--- src/rtl/matmul_result_drain.sv ---
// matmul_result_drain: drains the 3x3 MAC array results.
// A capture strobe snapshots all DIM*DIM accumulator words, then they are
// streamed out row-major, cropped to the active rows x cols, one word per
// valid/ready handshake.
// Optional feature macro: RESULT_CHKSUM_EN appends one checksum word
// (wrap-around sum of the emitted words) after the last result word.
//
// Handshake: a word transfers at a rising clk edge where out_valid and
// out_ready are both 1. While out_valid=1 and out_ready=0, out_data and
// out_last are held stable. out_valid never depends on out_ready.
module matmul_result_drain #(
    parameter int ACC_W = 10,
    parameter int DIM   = 3
) (
    input  logic                     clk,
    input  logic                     clear,
    input  logic                     capture,
    input  logic [1:0]               r_rows,
    input  logic [1:0]               r_cols,
    input  logic [ACC_W*DIM*DIM-1:0] res_in,
    output logic [ACC_W-1:0]         out_data,
    output logic                     out_valid,
    input  logic                     out_ready,
    output logic                     out_last,
    output logic                     busy,
    output logic                     dim_err,
    output logic                     drop_err,
    output logic [1:0]               dbg_state
);

    localparam int NW = DIM * DIM;
    localparam int SW = ACC_W * NW;

    typedef enum logic [1:0] {
        S_IDLE   = 2'd0,
`ifdef RESULT_CHKSUM_EN
        S_STREAM = 2'd1,
        S_CHK    = 2'd2
`else
        S_STREAM = 2'd1
`endif
    } state_t;

    state_t             state_q, state_d;
    logic [SW-1:0]      snap_q, snap_d;
    logic [1:0]         rows_q, rows_d;
    logic [1:0]         cols_q, cols_d;
    logic [1:0]         row_q, row_d;
    logic [1:0]         col_q, col_d;
    logic [ACC_W-1:0]   out_data_q, out_data_d;
    logic               out_valid_q, out_valid_d;
    logic               out_last_q, out_last_d;
    logic               busy_q, busy_d;
    logic               dim_err_q, dim_err_d;
    logic               drop_err_q, drop_err_d;
`ifdef RESULT_CHKSUM_EN
    logic [ACC_W-1:0]   chk_q, chk_d;
`endif

    logic hs;
    logic dims_ok;
    logic at_final;
    logic cap_open;
    logic accept;

    // Select word (r,c) of a flattened snapshot; constant part-selects only.
    function automatic logic [ACC_W-1:0] pick_word(input logic [SW-1:0] s,
                                                   input logic [1:0]    r,
                                                   input logic [1:0]    c);
        int               idx;
        logic [ACC_W-1:0] w;
        idx = int'(r) * DIM + int'(c);
        w   = '0;
        for (int k = 0; k < NW; k++) begin
            if (k == idx) begin
                w = s[k*ACC_W +: ACC_W];
            end
        end
        return w;
    endfunction

    // Next-state, counter, snapshot and registered-output computation.
    always_comb begin
        hs       = out_valid_q & out_ready;
        dims_ok  = (r_rows != 2'd0) && (r_cols != 2'd0);
        at_final = (row_q == rows_q - 2'd1) && (col_q == cols_q - 2'd1);
        cap_open = 1'b0;
        accept   = 1'b0;

        state_d    = state_q;
        snap_d     = snap_q;
        rows_d     = rows_q;
        cols_d     = cols_q;
        row_d      = row_q;
        col_d      = col_q;
        dim_err_d  = 1'b0;
        drop_err_d = 1'b0;
`ifdef RESULT_CHKSUM_EN
        chk_d      = chk_q;
`endif

        case (state_q)
            S_IDLE: begin
                cap_open = 1'b1;
            end
            S_STREAM: begin
                if (hs) begin
`ifdef RESULT_CHKSUM_EN
                    chk_d = chk_q + out_data_q;
`endif
                    if (at_final) begin
`ifdef RESULT_CHKSUM_EN
                        // Result words done; the checksum word follows.
                        state_d = S_CHK;
`else
                        // Burst done; a capture this same cycle restarts with no bubble.
                        state_d  = S_IDLE;
                        cap_open = 1'b1;
`endif
                    end else if (col_q == cols_q - 2'd1) begin
                        col_d = 2'd0;
                        row_d = row_q + 2'd1;
                    end else begin
                        col_d = col_q + 2'd1;
                    end
                end
            end
`ifdef RESULT_CHKSUM_EN
            S_CHK: begin
                if (hs) begin
                    state_d  = S_IDLE;
                    cap_open = 1'b1;
                end
            end
`endif
            default: begin
                state_d = S_IDLE;
            end
        endcase

        // A capture is taken only when the block is (or is just becoming) free.
        if (capture) begin
            if (!cap_open) begin
                drop_err_d = 1'b1;
            end else if (dims_ok) begin
                accept = 1'b1;
            end else begin
                dim_err_d = 1'b1;
            end
        end

        if (accept) begin
            state_d = S_STREAM;
            snap_d  = res_in;
            rows_d  = r_rows;
            cols_d  = r_cols;
            row_d   = 2'd0;
            col_d   = 2'd0;
`ifdef RESULT_CHKSUM_EN
            chk_d   = '0;
`endif
        end

        // Outputs are derived from the next state so they are registered.
        out_valid_d = (state_d != S_IDLE);
        busy_d      = (state_d != S_IDLE);
        out_data_d  = '0;
        out_last_d  = 1'b0;
        if (state_d == S_STREAM) begin
            out_data_d = pick_word(snap_d, row_d, col_d);
`ifndef RESULT_CHKSUM_EN
            out_last_d = (row_d == rows_d - 2'd1) && (col_d == cols_d - 2'd1);
`endif
        end
`ifdef RESULT_CHKSUM_EN
        if (state_d == S_CHK) begin
            out_data_d = chk_d;
            out_last_d = 1'b1;
        end
`endif
    end

    // State and output registers; clear aborts everything immediately.
    always_ff @(posedge clk or posedge clear) begin
        if (clear) begin
            state_q     <= S_IDLE;
            snap_q      <= '0;
            rows_q      <= 2'd0;
            cols_q      <= 2'd0;
            row_q       <= 2'd0;
            col_q       <= 2'd0;
            out_data_q  <= '0;
            out_valid_q <= 1'b0;
            out_last_q  <= 1'b0;
            busy_q      <= 1'b0;
            dim_err_q   <= 1'b0;
            drop_err_q  <= 1'b0;
`ifdef RESULT_CHKSUM_EN
            chk_q       <= '0;
`endif
        end else begin
            state_q     <= state_d;
            snap_q      <= snap_d;
            rows_q      <= rows_d;
            cols_q      <= cols_d;
            row_q       <= row_d;
            col_q       <= col_d;
            out_data_q  <= out_data_d;
            out_valid_q <= out_valid_d;
            out_last_q  <= out_last_d;
            busy_q      <= busy_d;
            dim_err_q   <= dim_err_d;
            drop_err_q  <= drop_err_d;
`ifdef RESULT_CHKSUM_EN
            chk_q       <= chk_d;
`endif
        end
    end

    assign out_data  = out_data_q;
    assign out_valid = out_valid_q;
    assign out_last  = out_last_q;
    assign busy      = busy_q;
    assign dim_err   = dim_err_q;
    assign drop_err  = drop_err_q;
    assign dbg_state = state_q;

endmodule
--- config.mk ---
export PLATFORM = sky130hd
export DESIGN_NAME = matmul_result_drain
export DESIGN_NICKNAME = d
export VERILOG_FILES = /design/src/rtl/matmul_result_drain.sv
export SDC_FILE = /design/constraint.sdc
export NUM_CORES = 1
export LEC_CHECK = 0
export CELL_PAD_IN_SITES_DETAIL_PLACEMENT = 1
export CELL_PAD_IN_SITES_GLOBAL_PLACEMENT = 1
export CORE_AREA = 10 10 150 124
export CTS_CLUSTER_DIAMETER = 50
export DETAILED_ROUTE_END_ITERATION = 8
export DIE_AREA = 0 0 160 134
export PLACE_DENSITY = 0.74
export SLEW_MARGIN = 20
export SYNTH_ARGS = -nofsm -noshare
export SYNTH_HDL_FRONTEND = slang
export SYNTH_SLANG_ARGS = --single-unit
--- constraint.sdc ---
create_clock -name clk -period 4.7 [get_ports clk]
set_input_delay 0.94 -clock clk [delete_from_list [all_inputs] [get_ports clk]]
set_output_delay 0.94 -clock clk [all_outputs]
set_load 0.03 [all_outputs]
## After elaboration in Yosys (flattened, before gate mapping)

Cells that the tools add are included.

| word-level totals | value |
|---|---|
| word-level logic and storage cells | 81 |
| register bits after elaboration | 114 |

| operators by class | value |
|---|---|
| bitwise logic cells | 1 |
| reduce and logical (&&, ||, !) cells | 8 |
| add/sub/neg operators | 7 |
| mux-type cells | 39 |
| eq/ne operators | 14 |
| $mul | 1 |

Operators by type and width:

| operator | number |
|---|---|
| 2-to-1 mux 10 bit | 10 |
| 2-to-1 mux 90 bit | 1 |
| zero test 32 bit | 1 |
| 2-to-1 mux 2 bit | 15 |
| == test 3 x 5 -> 1 bit, first input constant | 4 |
| 2-to-1 mux 1 bit | 11 |
| == test 2 x 5 -> 1 bit, first input constant | 2 |
| == test 2 bit | 4 |
| subtractor 2 x 1 -> 2 bit, second input constant | 4 |
| nonzero test 2 bit | 3 |
| adder 4 x 2 -> 5 bit | 1 |
| == test 1 x 5 -> 1 bit, first input constant | 1 |
| == test 4 x 5 -> 1 bit, first input constant | 1 |
| adder 2 x 1 -> 2 bit, second input constant | 2 |
| == test 2 x 1 -> 1 bit, second input constant | 2 |
| multiplier 2 x 2 -> 4 bit, second input constant | 1 |
| one-hot mux 2 bit (2 select lines) | 1 |
| logical AND 1 bit | 3 |
| zero test 2 bit | 1 |
| one-hot mux 1 bit (2 select lines) | 1 |
| AND 1 bit | 1 |

## Longest topological paths before layout

| depth | value |
|---|---|
| depth in word-level cells | 22 |
| gate-level depth with buffers | 19 |
| gate-level depth less buffers | 17 |

## Least setup slack after synthesis

No wires, ideal clock.

| path | value |
|---|---|
| path kind | input to register |
| start | input r_rows[1] |
| end | register out_data_q[0], in the netlist out_data[0] |
| arrival time | 4.658 ns |
| buffers on the path | 3 |
| data required time | 4.623 ns |
| setup time | 0.077 ns |
| stages | 14 |
| setup slack | -0.036 ns |
| cell sequence | o221ai_1 nor2_1 and2_2 buf_4 buf_2 buf_2 nor2_1 fa_1 ha_1 fa_1 nor4_1 a32o_1 o211ai_1 a21oi_1 |

| between the ends | value |
|---|---|
| word-level cells in the longest chain between the ends | 19 |
| elaborated cells between the ends (all ways) | 31 |
| classes of those cells | 1 x add/sub; 1 x mul; 9 x eq/ne; 17 x mux; 3 x reduce/logical |

Ends and longest elaborated chain:

| element | line | RTL |
|---|---|---|
| start: declaration | 18 | `input logic [1:0] r_rows,` |
| nonzero test 2 bit * | 85 | `dims_ok = (r_rows != 2'd0) && (r_cols != 2'd0);` |
| logical AND 1 bit * | 85 |  |
| 2-to-1 mux 1 bit * | 145 | `end else if (dims_ok) begin` |
| 2-to-1 mux 1 bit * | 143 | `if (!cap_open) begin` |
| 2-to-1 mux 1 bit * | 142 | `if (capture) begin` |
| 2-to-1 mux 2 bit * | 152 | `if (accept) begin` |
| net row_d[1] | 48 | `logic [1:0] row_q, row_d;` |
| multiplier 2 x 2 -> 4 bit * | 72 | `idx = int'(r) * DIM + int'(c);` |
| adder 4 x 2 -> 5 bit * | 72 |  |
| zero test 32 bit | 75 | `if (k == idx) begin` |
| 2-to-1 mux 10 bit (8 in a row) | 75 |  |
| 2-to-1 mux 10 bit * | 75 |  |
| 2-to-1 mux 10 bit * | 169 | `if (state_d == S_STREAM) begin` |
| net out_data_d[0] | 50 | `logic [ACC_W-1:0] out_data_q, out_data_d;` |
| end signal: assignment | 208 | `out_data_q <= out_data_d;` |
| end: declaration | 50 |  |

Mark *: on every way through the listed nets, which the timed path passes. The rest lies on a longest branch.

## Worst setup path in the final report

| path | value |
|---|---|
| start | input out_ready |
| end | register out_data_q[4], in the netlist out_data[4] |

| between the ends | value |
|---|---|
| word-level cells in the longest chain between the ends | 19 |
| elaborated cells between the ends (all ways) | 37 |
| classes of those cells | 1 x add/sub; 1 x mul; 9 x eq/ne; 24 x mux; 1 x bitwise; 1 x reduce/logical |

Ends and longest elaborated chain:

| element | line | RTL |
|---|---|---|
| start: declaration | 23 | `input logic out_ready,` |
| AND 1 bit * | 84 | `hs = out_valid_q & out_ready;` |
| 2-to-1 mux 1 bit | 107 | `if (hs) begin` |
| one-hot mux 1 bit (2 select lines) | 102 | `case (state_q)` |
| 2-to-1 mux 1 bit | 143 |  |
| 2-to-1 mux 1 bit | 142 |  |
| 2-to-1 mux 2 bit * | 152 |  |
| net row_d[0] | 48 |  |
| multiplier 2 x 2 -> 4 bit * | 72 |  |
| adder 4 x 2 -> 5 bit * | 72 |  |
| zero test 32 bit | 75 |  |
| 2-to-1 mux 10 bit (8 in a row) | 75 |  |
| 2-to-1 mux 10 bit * | 75 |  |
| 2-to-1 mux 10 bit * | 169 |  |
| net out_data_d[4] | 50 |  |

Marks and branches as above.

==> results.yml <==
finish:
  instances_no_fill: 875
  antenna_cells: 0
  final_cell_mix: "dfrtp_1, clkdlybuf4s50_1, nand2_1, buf_4, mux2_2"
  area_growth_pct: 40.2
  final_nets: 749
  drive_gt1_frac: 0.214
clock_network:
  cts_buffer_depth: 2
  clock_sinks: 114
  clkTransAtPathRegs_ps: 60
  cts_tree: "yes"
  clk_latency_ps: 410
  cts-hold-fix-buffers: 0
  clock-root-buffer: "clkbuf_16"
  htree_levels: 4
  cts_buffers: 17
logic_synthesis:
  seq_area_frac_synth: 0.515
  synthMuxAreaShare: 0.177
  yosys_warnings: 0
  synth_edf_count: 0
  synth.distinct_cells: 53
  yosys.area_share.simple: 0.118
  syn_inst: 496
  synthXorXnorAreaFrac: 0.00768
  ys.flop_type: "dfrtp_1"
  async_flop_share: 1.00
  synth_top_family_by_area: "multiplexers"
  synth_fa_ha_area_frac: 0.0118
  postSynthAreaPerCell_sq_um: 11.2
  syn-cell-area_sq_um: 5540
  syn_nets: 598
  synth-compound-area-share: 0.120
  yosys_register_bits: 114
floorplanning:
  die_h_microns: 134
  rows: 41
  dieWidth_microns: 160
  start_util: 0.355
  io_pins: 115
  dieArea_sq_um: 21400
  core_sq_um: 15600
timing:
  finalClockSkew_ps: 9.10
  drv_slew: 0
  worst_slew_pin_slew_ps: 696
  rsz0062_at_grt: "no"
  fin_crit_ps: 4360
  holdWs_ps: 473
  slew_headroom: 0.536
  max_freq_ghz: 0.229
  finalSetupViolCount: 0
  fin_crit_sh: 0.928
  hold_violations: 0
placed_design:
  gp_congestion: 0.851
  io_buffers: 114
  hpwl_mm: 13.1
  dp.cells: 843
global_routing:
  grt_pass1_vias: 5093
  grt_antenna_before_repair: 0
  grt_pass1_wl_mm: 28.5
  grt_max_degree: 64
  grt.total_usage: 0.168
  gr-total-overflow: 0
min_path:
  min_from: "snap_q[51]$_DFF_PP0_"
  hp-class: "reg2reg"
  whs_path_depth: 2
  min_to: "snap_q[51]$_DFF_PP0_"
pwr:
  power_mw: 3.45
  p_leak_nw: 3.57
  p_per_area_nw_per_um2: 444
  irDropWorstVdd_mv: 0.268
routing:
  routed_wl_mm: 17.6
  drtIter0Drc: 234
  firstDrtPassIters: 4
  vias_per_cell: 5.02
  ant_nets: 0
  drc: 0
  vias: 4396
  wl_per_cell_microns: 20.2
worst_setup_path:
  worstRegToRegCells: 16
  crit_slowest_cell: "fa_1"
  critPathKind: "in2reg"
  critical_path_peak_fanout: 9
  worstReg2RegStart: "row_q[1]$_DFF_PP0_"
  worstPathCellList: "clkdlybuf4s50_1 -> nand4b_1 -> nor2_1 -> nand2_1 -> xor2_2 -> nor2_1 -> fa_1 -> ha_1 -> fa_1 -> buf_4 -> nor3_1 -> buf_4 -> a32o_1 -> o211ai_1 -> a21oi_1"
  crit_path_end_kind: "flop"
  cp-start-kind: "input port"
  critical-path-top-delay-family: "adder cells"
  worst_ep_arrival_time_ps: 4700
  r2r_setup_slack_ps: 390
  worstPathBufferInverterCount: 3
  crit_path_max_incr_delay_ps: 500
  r2r_end: "out_data[4]$_DFF_PP0_"
  worstPathRequired_ps: 5040
run_status:
  status: "complete, no violations"
job:
  cap_violations: 0
[cell usage after synthesis (2+ instances only)]
| library cell | number | area, sq um |
|---|---|---|
| a21oi_1 | 20 | 100 |
| a221oi_1 | 8 | 70.1 |
| a22oi_1 | 3 | 22.5 |
| a2bb2oi_1 | 6 | 52.6 |
| a32o_1 | 9 | 90.1 |
| a32oi_1 | 2 | 17.5 |
| and2_1 | 2 | 12.5 |
| and3_1 | 2 | 12.5 |
| and4_1 | 2 | 17.5 |
| buf_1 | 2 | 7.51 |
| buf_2 | 5 | 25.0 |
| buf_4 | 2 | 15.0 |
| buf_6 | 9 | 101 |
| clkbuf_1 | 8 | 30.0 |
| dfrtp_1 | 114 | 2850 |
| fa_1 | 2 | 40.0 |
| ha_1 | 2 | 25.0 |
| inv_1 | 26 | 97.6 |
| mux2_2 | 36 | 405 |
| mux2_4 | 13 | 195 |
| mux2i_1 | 32 | 320 |
| mux4_2 | 2 | 45.0 |
| nand2_1 | 88 | 330 |
| nand2b_1 | 7 | 43.8 |
| nand3_1 | 9 | 45.0 |
| nor2_1 | 11 | 41.3 |
| nor2b_1 | 8 | 50.1 |
| nor3_1 | 3 | 15.0 |
| o211ai_1 | 10 | 75.1 |
| o21ai_0 | 26 | 130 |
| o21ai_1 | 2 | 10.0 |
| o22ai_1 | 2 | 12.5 |
| o32a_1 | 2 | 20.0 |
| xor2_1 | 2 | 17.5 |
[registers in the layout (all words and copies together), names as in the netlist]
register,cells
out_last,1
dbg_state,2
snap_q,90
row_q,2
col_q,2
rows_q,2
cols_q,2
dim_err,1
busy,1
out_data,10
drop_err,1
[through the flow]
stage,TNS (ps),worst slack [ps],utilization,area (sq um)
2_1_floorplan,0,53.7,-,5540
3_3_place_gp,-511,-81.2,0.459,7160
5_1_grt,0,5.62,0.498,7760
6_report,0,337,0.498,7760
4_1_cts,0,35.9,0.496,7730
3_5_place_dp,-2440,-270,0.459,7160
[layer usage]
metal  up-vias  wire, microns  global-route usage
met5         -              0                   0
met4         0            125              0.0382
met3        13           1050              0.0593
met2       122           8260               0.264
met1      2212           8210               0.217
li1       2049              -                   -
[cells by family after synthesis]
| logic type | Yosys count |
|---|---|
| buffers and inverters | 52 |
| flip-flops | 114 |
| adder cells (fa/ha/maj) | 4 |
| multiplexers | 84 |
| other | 1 |
| AO/OA/AOI/OAI | 95 |
| XOR/XNOR | 4 |
| AND/OR/NAND/NOR | 142 |
[report_power, final]
part           internal (mW)  switching (mW)  leakage, nW  total, mW
registers               1.19          0.0902         1.40       1.28
clock network          0.776           0.453        0.277       1.23
logic                  0.439           0.496         1.90      0.934
[worst max path at each step]
| stage | from | end | cells past startpoint |
|---|---|---|---|
| final | out_ready | out_data[4]$_DFF_PP0_ | 15 |
| after global routing | out_ready | out_data[0]$_DFF_PP0_ | 15 |
| after CTS | r_rows[1] | out_data[5]$_DFF_PP0_ | 15 |
| after detailed placement | r_rows[1] | out_data[0]$_DFF_PP0_ | 14 |
| after global placement | r_rows[1] | out_data[4]$_DFF_PP0_ | 14 |
| after floorplan | r_rows[1] | out_data[7]$_DFF_PP0_ | 17 |
[tightest hold or removal path, stage by stage (launching register included)]
cell and delay, ps:
dfrtp_1 320, nand2_1 50, nand2_1 70
[cell type report]
type | count | area, sq um
clock inverter | 10 | 82.6
sequential | 114 | 2850
timing repair buffer | 158 | 1520
inverter | 26 | 100
multi-input combinational | 330 | 2450
clock buffer | 22 | 484
tap | 215 | 269
fill | 1689 | 7830
[timing repair]
action,CTS,global route
setup endpoints to repair,0,10
endpoints found under the hold margin,0,0
resized for setup,0,7
buffers inserted,0,0
(Power assumes the default switching activity.)
==> edit 1: new RTL, same flow settings <==
`out_data_q` no longer has a reset.
--- a/src/rtl/matmul_result_drain.sv
+++ b/src/rtl/matmul_result_drain.sv
@@ -191,3 +191,2 @@
             col_q       <= 2'd0;
-            out_data_q  <= '0;
             out_valid_q <= 1'b0;
@@ -207,3 +206,2 @@
             col_q       <= col_d;
-            out_data_q  <= out_data_d;
             out_valid_q <= out_valid_d;
@@ -217,2 +215,6 @@
         end
+    end
+
+    always_ff @(posedge clk) begin
+        out_data_q <= out_data_d;
     end
Behaviour: not the same (Yosys sat finds a counterexample within 4 cycles, from zero or initial values; the reset may be asserted at any time).
==> edit 1 against the original RTL <==
  * Clock power increased by 20%
  * Wire length increased by 1.2%
  * Power increased by 1.2%
  * Setup slack got worse by 0.17 ns
  * Utilization decreased by 1.4 points
  * Critical path depth decreased by 1
  * Synthesized area decreased by 6.8%
  * Global-route usage increased by 0.11 points
  * Design area decreased by 2.8%
  * Synthesized cell count decreased by 2.6%
  * Sequential cell count unchanged
  * Highest routed layer unchanged
==> edit 1: results (changes against the original RTL) <==
.. list-table::
   :header-rows: 1

   * - Metric
     - Value
   * - Number of combinational gates with multiple inputs
     - 338 (+2.4%)
   * - Flip-flop and latch area
     - 2800 sq um (-1.8%)
   * - Worst-case hold slack
     - 0.472 ns (-0.00106 ns)
   * - Fraction of final layout cells with drive strength greater than 1
     - 0.237 (+0.0232)
   * - Destination of the worst register-to-register timing path
     - out_data[5]
   * - Synthesized Nets
     - 585 (-2.2%)
   * - Worst setup path startpoint
     - r_rows[1]
   * - Share of flip-flops with an asynchronous set or reset
     - 0.912 (-0.0877)
   * - Drt initial violations
     - 295 (+26%)
   * - Clock group power
     - 0.00148 W (+20%)
   * - Combinational logic power
     - 0.000733 W (-22%)
   * - Filler Cell Count
     - 1,706 (+1.0%)
   * - Internal power consumption
     - 0.00255 W (+6.0%)
   * - Area of the multi-input gates
     - 2300 sq um (-6.1%)
   * - Result of the run
     - complete, no violations
   * - Routed wire length per instance
     - 20.7 microns (+2.8%)
   * - Worst-skew pair later-pin latency
     - 0.43 ns (+0.02 ns)
   * - R2r startpoint
     - cols_q[1]
   * - Largest fanout on the critical path
     - 5 (-4)
   * - Clock skew after layout
     - 0.00660 ns (-0.00250 ns)
   * - Maximum ir drop on the vdd rail
     - 270 uV (+0.75%)
   * - Clk cell area share
     - 0.0884 (+0.0154)
   * - Placed wire-length estimate after detailed placement
     - 13,100 microns (+0.47%)
   * - Sequential cell count
     - 114 (unchanged)
   * - Grt met2 use
     - 0.260 (-0.00439)
   * - Flop-to-flop setup slack
     - 0.19 ns (-0.20 ns)
   * - Per-cell via count in the routed design
     - 5.04 (+0.26%)
   * - Fraction of met3 tracks used by global routing
     - 0.0560 (-0.00336)
   * - Fmax achieved
     - 220 MHz (-3.8%)
   * - Hold_sp
     - snap_q[88]
   * - Net count, final
     - 736 (-1.7%)
   * - Arrival time of the worst setup path
     - 4.84 ns (+0.14 ns)
   * - Met1 track demand over resource in global routing
     - 0.220 (+0.00295)
   * - DR WL met3
     - 1070 microns (+2.4%)
   * - Cell count after placement
     - 829 (-1.7%)
   * - Slowest stage cell, crit path
     - fa_2
   * - Wire length of the first global-routing pass
     - 28,300 microns (-0.58%)
   * - Number of unique standard cell types used by synthesis
     - 55 (+3.8%)
   * - Total routed wire length on the met1 layer
     - 8320 microns (+1.3%)
   * - Normalized max-slew margin
     - 0.483 (-0.0533)
   * - Non-clock buffers
     - 160 (+1.3%)
   * - Hold worst-path end
     - snap_q[88]
   * - Overall global routing resource usage
     - 0.169 (+0.00113)
   * - Non-clock inverter instance count of the final layout
     - 3 (-88%)
   * - Share of the synthesized area in the top cell type
     - 0.504 (-0.0109)
## edit 1: repair_timing
item                                   CTS  global route
setup buffers                            0             1
setup endpoints to repair                4             9
pin swaps                                0             3
gates resized for setup                  3            10
endpoints found under the hold margin    0             0
## edit 1: kinds of logic (layout without fill, tap and decap cells)
| kind of cell | count (synthesis) | count (layout) | synth area share |
|---|---|---|---|
| AND/OR/NAND/NOR | 188 | 188 | 0.157 |
| multiplexers | 59 | 59 | 0.133 |
| XOR/XNOR | 4 | 4 | 0.00970 |
| adder cells (fa/ha/maj) | 4 | 4 | 0.0126 |
| other | 1 | 1 | 0.000727 |
| buffers and inverters | 31 | 194 | 0.0276 |
| flip-flops | 114 | 114 | 0.543 |
| AO/OA/AOI/OAI | 82 | 82 | 0.117 |
## edit 1: per-stage QoR
| stage | util | cell area, sq um |
|---|---|---|
| final | 0.484 | 7540 |
| after global routing | 0.484 | 7540 |
| after CTS | 0.480 | 7480 |
| after detailed placement | 0.436 | 6800 |
| after global placement | 0.436 | 6800 |
| after floorplan | - | 5210 |
==> edit 2: new RTL, same flow settings <==
Without the edit above. The option `RESULT_CHKSUM_EN` is turned on by a define.
--- a/src/rtl/matmul_result_drain.sv
+++ b/src/rtl/matmul_result_drain.sv
@@ -10,2 +10,4 @@
 // out_last are held stable. out_valid never depends on out_ready.
+`define RESULT_CHKSUM_EN
+
 module matmul_result_drain #(
Function: changed (a bounded check fails within 4 cycles, from zero or initial values).
==> edit 2 against the original RTL <==
  * Global-route usage is 3.3 points higher
  * Design area is 11% higher
  * Non-clock buffer count is 10 higher
  * Wire length is 22% higher
  * Synthesized area is 14% higher
  * Sequential cell count is 10 higher
  * Cell count is 9.1% higher
  * Via count is 19% higher
  * Setup slack worse by 0.13 ns
Power is not compared: it rests on default switching activity, and its combinational part moved more than twofold at a synthesized area within 25%.
==> edit 2: results (changes against the original RTL) <==
.. list-table::
   :header-rows: 1

   * - Metric
     - Value
   * - Slowest stage cell, crit path
     - fa_2
   * - Worst-skew pair later-pin latency
     - 0.43 ns (+0.02 ns)
   * - Total routed wire length on the met1 layer
     - 9610 microns (+17%)
   * - Vias post-DR
     - 5,248 (+19%)
   * - Final weighted congestion in routability-driven placement
     - 0.934 (+9.6%)
   * - Worst-margin pin slew
     - 0.622 ns (-0.0742 ns)
   * - Hold worst-path end
     - snap_q[27]
   * - Flip-flop and latch area
     - 3100 sq um (+8.8%)
   * - Drt initial violations
     - 332 (+42%)
   * - Wire length after detailed routing
     - 21,500 microns (+22%)
   * - Cell family with the largest share of critical-path delay
     - simple AND/OR/NAND/NOR gates
   * - Largest stage delay on the critical path
     - 0.53 ns (+0.03 ns)
   * - Synth top area cells
     - dfrtp_1 49%, mux2_2 8.4%, nand2_1 5.5%
   * - Synthesized Nets
     - 684 (+14%)
   * - DR WL met3
     - 1020 microns (-3.1%)
   * - Setup Slack @ Placement
     - -0.304 ns (-0.0341 ns)
   * - Fmax achieved
     - 223 MHz (-2.8%)
   * - Result of the run
     - complete, no violations
   * - Detailed-router iteration count before antenna repair
     - 5 (+1)
   * - Met1 track demand over resource in global routing
     - 0.250 (+0.0329)
   * - Multi-input logic portion of the cell area
     - 0.352 (+0.0365)
   * - Setup crit end
     - out_data[3]
   * - Sequential cell count
     - 124 (+8.8%)
   * - Clock skew after layout
     - 0.00762 ns (-0.00148 ns)
   * - Hold_sp
     - snap_q[27]
   * - Clk cell area share
     - 0.0688 (-0.00427)
   * - Overall global routing resource usage
     - 0.201 (+0.0331)
   * - Number of unique standard cell types used by synthesis
     - 70 (+32%)
   * - Fraction of met3 tracks used by global routing
     - 0.0486 (-0.0107)
   * - Cell count after placement
     - 923 (+9.5%)
   * - Worst reg2reg path depth
     - 13 (-3)
   * - Share of the core filled with cells in the final layout
     - 0.554 (+0.0566)
   * - Non-clock buffers
     - 168 (+6.3%)
   * - Largest net degree at the start of global routing
     - 80 (+25%)
   * - Placed wire-length estimate after detailed placement
     - 16,000 microns (+23%)
   * - Top cells by instance count after synthesis
     - 124 x dfrtp_1, 92 x nand2_1, 47 x mux2_2, 27 x nor2_1, 23 x a21oi_1
edit 2: changes by cell type after synthesis, sizes merged, moves of 10 or more:
| cell | change |
|---|---|
| a211oi | +12 |
| clkbuf | +10 |
| dfrtp | +10 |
| inv | -14 |
| mux2 | +10 |
| mux2i | -20 |
| nor2 | +16 |
edit 2: where the power goes:
part           internal [W]  switching, W
logic               0.00174       0.00209
registers           0.00159      0.000231
clock network      0.000813      0.000522
total               0.00414       0.00285
edit 2: cell families (layout without fill, tap and decap cells):
group / Yosys count / count (layout) / share of synthesized area
simple gates: 176 / 176 / 0.129
compound gates: 125 / 125 / 0.142
flops: 124 / 124 / 0.492
mux: 80 / 80 / 0.159
buf+inv: 44 / 212 / 0.0339
fa+ha+maj: 14 / 14 / 0.0314
xor+xnor: 9 / 9 / 0.0125
